==> config.mk <==
export PLATFORM = sky130hd
export DESIGN_NAME = sdram_bank_cmd_issuer
export DESIGN_NICKNAME = d
export VERILOG_FILES = /design/src/rtl/sdram_bank_cmd_issuer.sv
export SDC_FILE = /design/constraint.sdc
export NUM_CORES = 1
export LEC_CHECK = 0
export CORE_UTILIZATION = 44
export CTS_CLUSTER_DIAMETER = 50
export DETAILED_ROUTE_END_ITERATION = 10
export GPL_TIMING_DRIVEN = 0
export PLACE_DENSITY = 0.87
export SETUP_SLACK_MARGIN = 0.05
export SLEW_MARGIN = 20
export SYNTH_ARGS = -nofsm -noshare
export SYNTH_HDL_FRONTEND = slang
export SYNTH_SLANG_ARGS = --single-unit
==> constraint.sdc <==
create_clock -name clk -period 4.9 [get_ports clk]
set_clock_uncertainty 0.2 [all_clocks]
set_input_delay 1.47 -clock clk [delete_from_list [all_inputs] [get_ports clk]]
set_output_delay 1.47 -clock clk [all_outputs]
set_load 0.01 [all_outputs]
==> src/rtl/sdram_bank_cmd_issuer.sv <==
// sdram_bank_cmd_issuer
// Per-request command sequencer sitting in front of the SDRAM bank-state
// tracker. One column request is taken at a time. The issuer looks at the
// tracker's view of the target bank, emits the precharge / activate pulses
// needed to open the right row, then offers the column command downstream.
// Row-hit / row-miss / bank-empty statistics are kept in saturating counters.
//
// Handshakes (req_* and cmd_*) are valid/ready. A transfer happens on a rising
// clk edge where valid and ready are both 1. The side holding valid keeps its
// payload stable until that edge. Ready may depend on state but never on valid.
//
// Ports
//   clk, rst                 clock, synchronous active-high reset
//   req_valid/req_ready      request handshake
//   req_bank/row/col/write   request payload
//   active_row_in            open row per bank (bank k at bits k*ROW_WIDTH +: ROW_WIDTH)
//   active_bank, blocked     per-bank open / busy flags from the tracker
//   precharge, activate      one-hot, one-cycle pulses to the tracker
//   row_address              row for activate, zero when no activate is issued
//   cmd_valid/cmd_ready      column command handshake
//   cmd_write/bank/col       column command payload
//   hit/miss/empty_count     saturating statistics
module sdram_bank_cmd_issuer #(
  parameter int ROW_WIDTH       = 14,
  parameter int COL_WIDTH       = 10,
  parameter int NUM_GROUPS      = 2,
  parameter int BANKS_PER_GROUP = 4,
  parameter int BANKS           = NUM_GROUPS * BANKS_PER_GROUP,
  parameter int BANK_IDX_W      = $clog2(BANKS),
  parameter int CLOSE_PAGE      = 0,
  parameter int STAT_W          = 16
) (
  input  logic                       clk,
  input  logic                       rst,
  input  logic                       req_valid,
  output logic                       req_ready,
  input  logic [BANK_IDX_W-1:0]      req_bank,
  input  logic [ROW_WIDTH-1:0]       req_row,
  input  logic [COL_WIDTH-1:0]       req_col,
  input  logic                       req_write,
  input  logic [BANKS*ROW_WIDTH-1:0] active_row_in,
  input  logic [BANKS-1:0]           active_bank,
  input  logic [BANKS-1:0]           blocked,
  output logic [BANKS-1:0]           precharge,
  output logic [BANKS-1:0]           activate,
  output logic [ROW_WIDTH-1:0]       row_address,
  output logic                       cmd_valid,
  input  logic                       cmd_ready,
  output logic                       cmd_write,
  output logic [BANK_IDX_W-1:0]      cmd_bank,
  output logic [COL_WIDTH-1:0]       cmd_col,
  output logic [STAT_W-1:0]          hit_count,
  output logic [STAT_W-1:0]          miss_count,
  output logic [STAT_W-1:0]          empty_count
);

  typedef enum logic [3:0] {
    S_IDLE,
    S_CHECK,
    S_PRE,
    S_WAIT_PRE,
    S_ACT,
    S_WAIT_ACT,
    S_CMD,
    S_CLOSE,
    S_WAIT_CLOSE
  } state_t;

  localparam logic [STAT_W-1:0] STAT_ONE = 1;
  localparam logic [BANKS-1:0]  SEL_ONE  = 1;

  state_t state_q, state_d;

  logic [BANK_IDX_W-1:0] lat_bank;
  logic [ROW_WIDTH-1:0]  lat_row;
  logic [COL_WIDTH-1:0]  lat_col;
  logic                  lat_write;

  logic                  bank_blocked;
  logic                  bank_open;
  logic [ROW_WIDTH-1:0]  open_row;
  logic [BANKS-1:0]      bank_sel;
  logic                  hit_inc, miss_inc, empty_inc;

  assign bank_blocked = blocked[lat_bank];
  assign bank_open    = active_bank[lat_bank];
  assign open_row     = active_row_in[int'(lat_bank)*ROW_WIDTH +: ROW_WIDTH];
  assign bank_sel     = SEL_ONE << lat_bank;

  // Pulses and command fields come only from the registered state and the
  // latched request, so tracker inputs never reach the pulse outputs in the
  // same cycle.
  assign req_ready   = (state_q == S_IDLE);
  assign precharge   = (state_q == S_PRE || state_q == S_CLOSE) ? bank_sel : '0;
  assign activate    = (state_q == S_ACT) ? bank_sel : '0;
  assign row_address = (state_q == S_ACT) ? lat_row : '0;
  assign cmd_valid   = (state_q == S_CMD);
  assign cmd_write   = lat_write;
  assign cmd_bank    = lat_bank;
  assign cmd_col     = lat_col;

  always_comb begin
    state_d   = state_q;
    hit_inc   = 1'b0;
    miss_inc  = 1'b0;
    empty_inc = 1'b0;
    case (state_q)
      S_IDLE:       if (req_valid) state_d = S_CHECK;
      S_CHECK: begin
        if (!bank_blocked) begin
          if (bank_open && open_row == lat_row) begin
            hit_inc = 1'b1;
            state_d = S_CMD;
          end else if (bank_open) begin
            miss_inc = 1'b1;
            state_d  = S_PRE;
          end else begin
            empty_inc = 1'b1;
            state_d   = S_ACT;
          end
        end
      end
      S_PRE:        state_d = S_WAIT_PRE;
      // The tracker raises blocked on the edge that samples the pulse, so
      // the first wait cycle already sees it high.
      S_WAIT_PRE:   if (!bank_blocked) state_d = S_ACT;
      S_ACT:        state_d = S_WAIT_ACT;
      S_WAIT_ACT:   if (!bank_blocked) state_d = S_CMD;
      S_CMD: begin
        if (cmd_ready) state_d = (CLOSE_PAGE != 0) ? S_CLOSE : S_IDLE;
      end
      S_CLOSE:      state_d = S_WAIT_CLOSE;
      S_WAIT_CLOSE: if (!bank_blocked) state_d = S_IDLE;
      default:      state_d = S_IDLE;
    endcase
  end

  always_ff @(posedge clk) begin
    if (rst) begin
      state_q <= S_IDLE;
    end else begin
      state_q <= state_d;
    end
  end

  always_ff @(posedge clk) begin
    if (rst) begin
      lat_bank  <= '0;
      lat_row   <= '0;
      lat_col   <= '0;
      lat_write <= 1'b0;
    end else if (state_q == S_IDLE && req_valid) begin
      lat_bank  <= req_bank;
      lat_row   <= req_row;
      lat_col   <= req_col;
      lat_write <= req_write;
    end
  end

  // Statistics stick at all-ones instead of wrapping.
  always_ff @(posedge clk) begin
    if (rst) begin
      hit_count   <= '0;
      miss_count  <= '0;
      empty_count <= '0;
    end else begin
      if (hit_inc && hit_count != '1)     hit_count   <= hit_count + STAT_ONE;
      if (miss_inc && miss_count != '1)   miss_count  <= miss_count + STAT_ONE;
      if (empty_inc && empty_count != '1) empty_count <= empty_count + STAT_ONE;
    end
  end

endmodule

==> impl_metrics.ini <==
[route]
vias = 5894
drt-total-wl_microns = 19500
dr.first_iter.drc_count = 521
detail-route-antenna-nets = 0
avgViaCountPerCell = 5.77
drc = 0
wl_per_cell_microns = 19.1
dr.pass1.iters = 5

[synth]
synth_nets = 773
yosysWarnings = 0
syn_area_sq_mm = 0.00511
synthFlopType = dfxtp_1
ys_types = 61
syn-instance-count = 610
syn_avg_cell_area_sq_um = 8.38
ys_ff_latch = 80
synth_edf_count = 0
synth_seq_area_share_pct = 31.3
ys_async_sr_fraction_pct = 0

[clocking]
cts_root_buf = clkbuf_16
cts_buffer_depth = 2
cts.sinks = 80
cts_hold_buffers = 0
cts.clk_slew.worst_paths_ps = 60
cts_tree = yes
h-tree-depth = 3
ctsResizeCount = 0
numCtsBuffers = 9
clk_latency_ps = 330
postCtsSetupBuffers = 0

[sta]
fmaxAchievable_mhz = 216
setup_tns_ps = 0
finalSetupViolations = 0
fin_crit_sh_pct = 94.6
tightest_slew_ps = 777
slew_violations = 0
min_period_ps = 4630
rsz0062_at_grt = no
max_slew_margin_pct = 47.7
finalHoldViolCount = 0

[global_routing]
grt_max_degree = 14
grt_overflow = 0
grt_pass1_wl_microns = 30200
grt_pass1_vias = 5888
antenna_found_initial = 0
track_usage_pct = 32.8

[critical_path]
arrival_ps = 2960
r2r_end = hit_count[12]$_SDFFE_PP0P_
crit_path_start_kind = register
critPathRequiredTime_ps = 3230
path_class = register to output pin
r2r-start = cmd_bank[2]$_SDFFE_PP0P_
ff2ff_setup_slack_ps = 880
cp-end-kind = output pin
worstPathMaxFanout = 10
r2r_cells = 10

[pwr]
powerDensity_mw_per_mm2 = 309
power.total_mw = 2.52
worst_ir_drop_vdd_mv = 0.245
leakage_nw = 2.86

[run]
maxCapViolations = 0

[place]
io_buffers = 253
placed_cells = 1006
post-dp-hpwl_microns = 15600
place_congestion = 0.986

[worst_hold_path]
hp-class = register to register
hold_start = cmd_col[8]$_SDFFE_PP0P_
whs_path_depth = 2
whs_endpoint = cmd_col[8]$_SDFFE_PP0P_

[die]
die-area_sq_mm = 0.0121
core_sq_mm = 0.0114
start_util_pct = 45.0
ios = 254
die_x_microns = 110
rows = 39
fp.dieH_microns = 110

[final_layout]
final_cells = 1021
drive_gt1_share_pct = 9.34
antenna_cells = 0
nets = 1037
area.growth.synth_to_final_pct = 59.4
final_common_cell = clkdlybuf4s50_1
final_cell_mix = clkdlybuf4s50_1, dfxtp_1, nand2_1

[run_status]
status = finished, final reports clean
-- through the flow --
stage / hold slack [ps] / setup WS [ps] / instance area (sq um) / util (%)
floorplan: 250 / 1040 / 5110 / -
global placement: 243 / 340 / 7830 / 68.8
detailed placement: 249 / 301 / 7830 / 68.8
CTS: 254 / 217 / 8150 / 71.6
global route: 278 / 152 / 8150 / 71.7
finish: 259 / 267 / 8150 / 71.7
-- power breakdown --
part | internal [mW] | switching [mW]
Sequential | 0.712 | 0.0593
Combinational | 0.487 | 0.537
Clock | 0.457 | 0.269
-- area by class of cell --
cell class,count,area (sq um)
inverters,14,52.6
clock inverters,5,81.3
multi-input cells,475,3230
plain buffers,41,231
flip-flops and latches,80,1600
well taps,143,179
clock buffers,10,239
repair buffers,253,2530
fillers,898,3220
-- cells by family after synthesis --
kind of cell	after synthesis	share of synthesized area [%]
AO/OA/AOI/OAI	114	14.9
XOR/XNOR	25	4.28
adder cells (fa/ha/maj)	3	0.734
buffers and inverters	55	5.55
flip-flops	80	31.3
multiplexers	62	16.0
AND/OR/NAND/NOR	271	27.3
-- cell usage after synthesis, types with 5 or more instances --
cell type / count / area, sq um
dfxtp_1: 80 / 1600
nand2_1: 78 / 293
nor2_1: 54 / 203
a21oi_1: 49 / 245
mux2_2: 27 / 304
clkbuf_1: 23 / 86.3
nand3_1: 22 / 110
and2_1: 18 / 113
nor3_1: 16 / 80.1
inv_1: 14 / 52.6
mux2i_1: 14 / 140
o22ai_1: 14 / 87.6
xnor2_1: 14 / 123
and3_1: 12 / 75.1
mux4_2: 12 / 270
nand4_1: 12 / 75.1
nor2b_1: 12 / 75.1
xor2_1: 11 / 96.3
or4_1: 10 / 75.1
mux2_1: 9 / 101
o31ai_1: 9 / 67.6
buf_6: 8 / 90.1
nor4_1: 8 / 50.1
and4_1: 6 / 52.6
buf_2: 5 / 25.0
o21ai_0: 5 / 25.0
o31a_1: 5 / 43.8
-- layer usage --
layer | part of all wire (%) | track usage (%)
met2 | 50 | 57.5
met5 | 0 | 0
met3 | 6.4 | 6.22
met4 | 3.3 | 12.7
met1 | 40 | 39.4
-- state kept, by name, indices dropped and copies added (netlist names) --
signal / count
empty_count: 16
state_q: 4
cmd_write: 1
cmd_col: 10
hit_count: 16
miss_count: 16
cmd_bank: 3
lat_row: 14
-- worst max-delay path: stages (launching register included) --
cell	delay, ps
dfxtp_1	370
clkbuf_1	340
clkbuf_1	600
buf_2	370
nand2_1	150
nor2_1	200
clkdlybuf4s50_1	600
-- worst max path at each step --
stage | from | to | slack [ps] | cells after the start
2_1_floorplan | active_row_in[32] | hit_count[11]$_SDFFE_PP0P_ | 1040 | 9
3_3_place_gp | active_row_in[75] | miss_count[13]$_SDFFE_PP0P_ | 340 | 10
3_5_place_dp | active_row_in[75] | hit_count[12]$_SDFFE_PP0P_ | 300 | 10
4_1_cts | state_q[2]$_SDFFE_PP0P_ | row_address[11] | 220 | 5
5_1_grt | cmd_bank[2]$_SDFFE_PP0P_ | precharge[5] | 150 | 6
6_report | cmd_bank[2]$_SDFFE_PP0P_ | precharge[5] | 270 | 6
No activity file was read; power rests on OpenSTA's default activity.
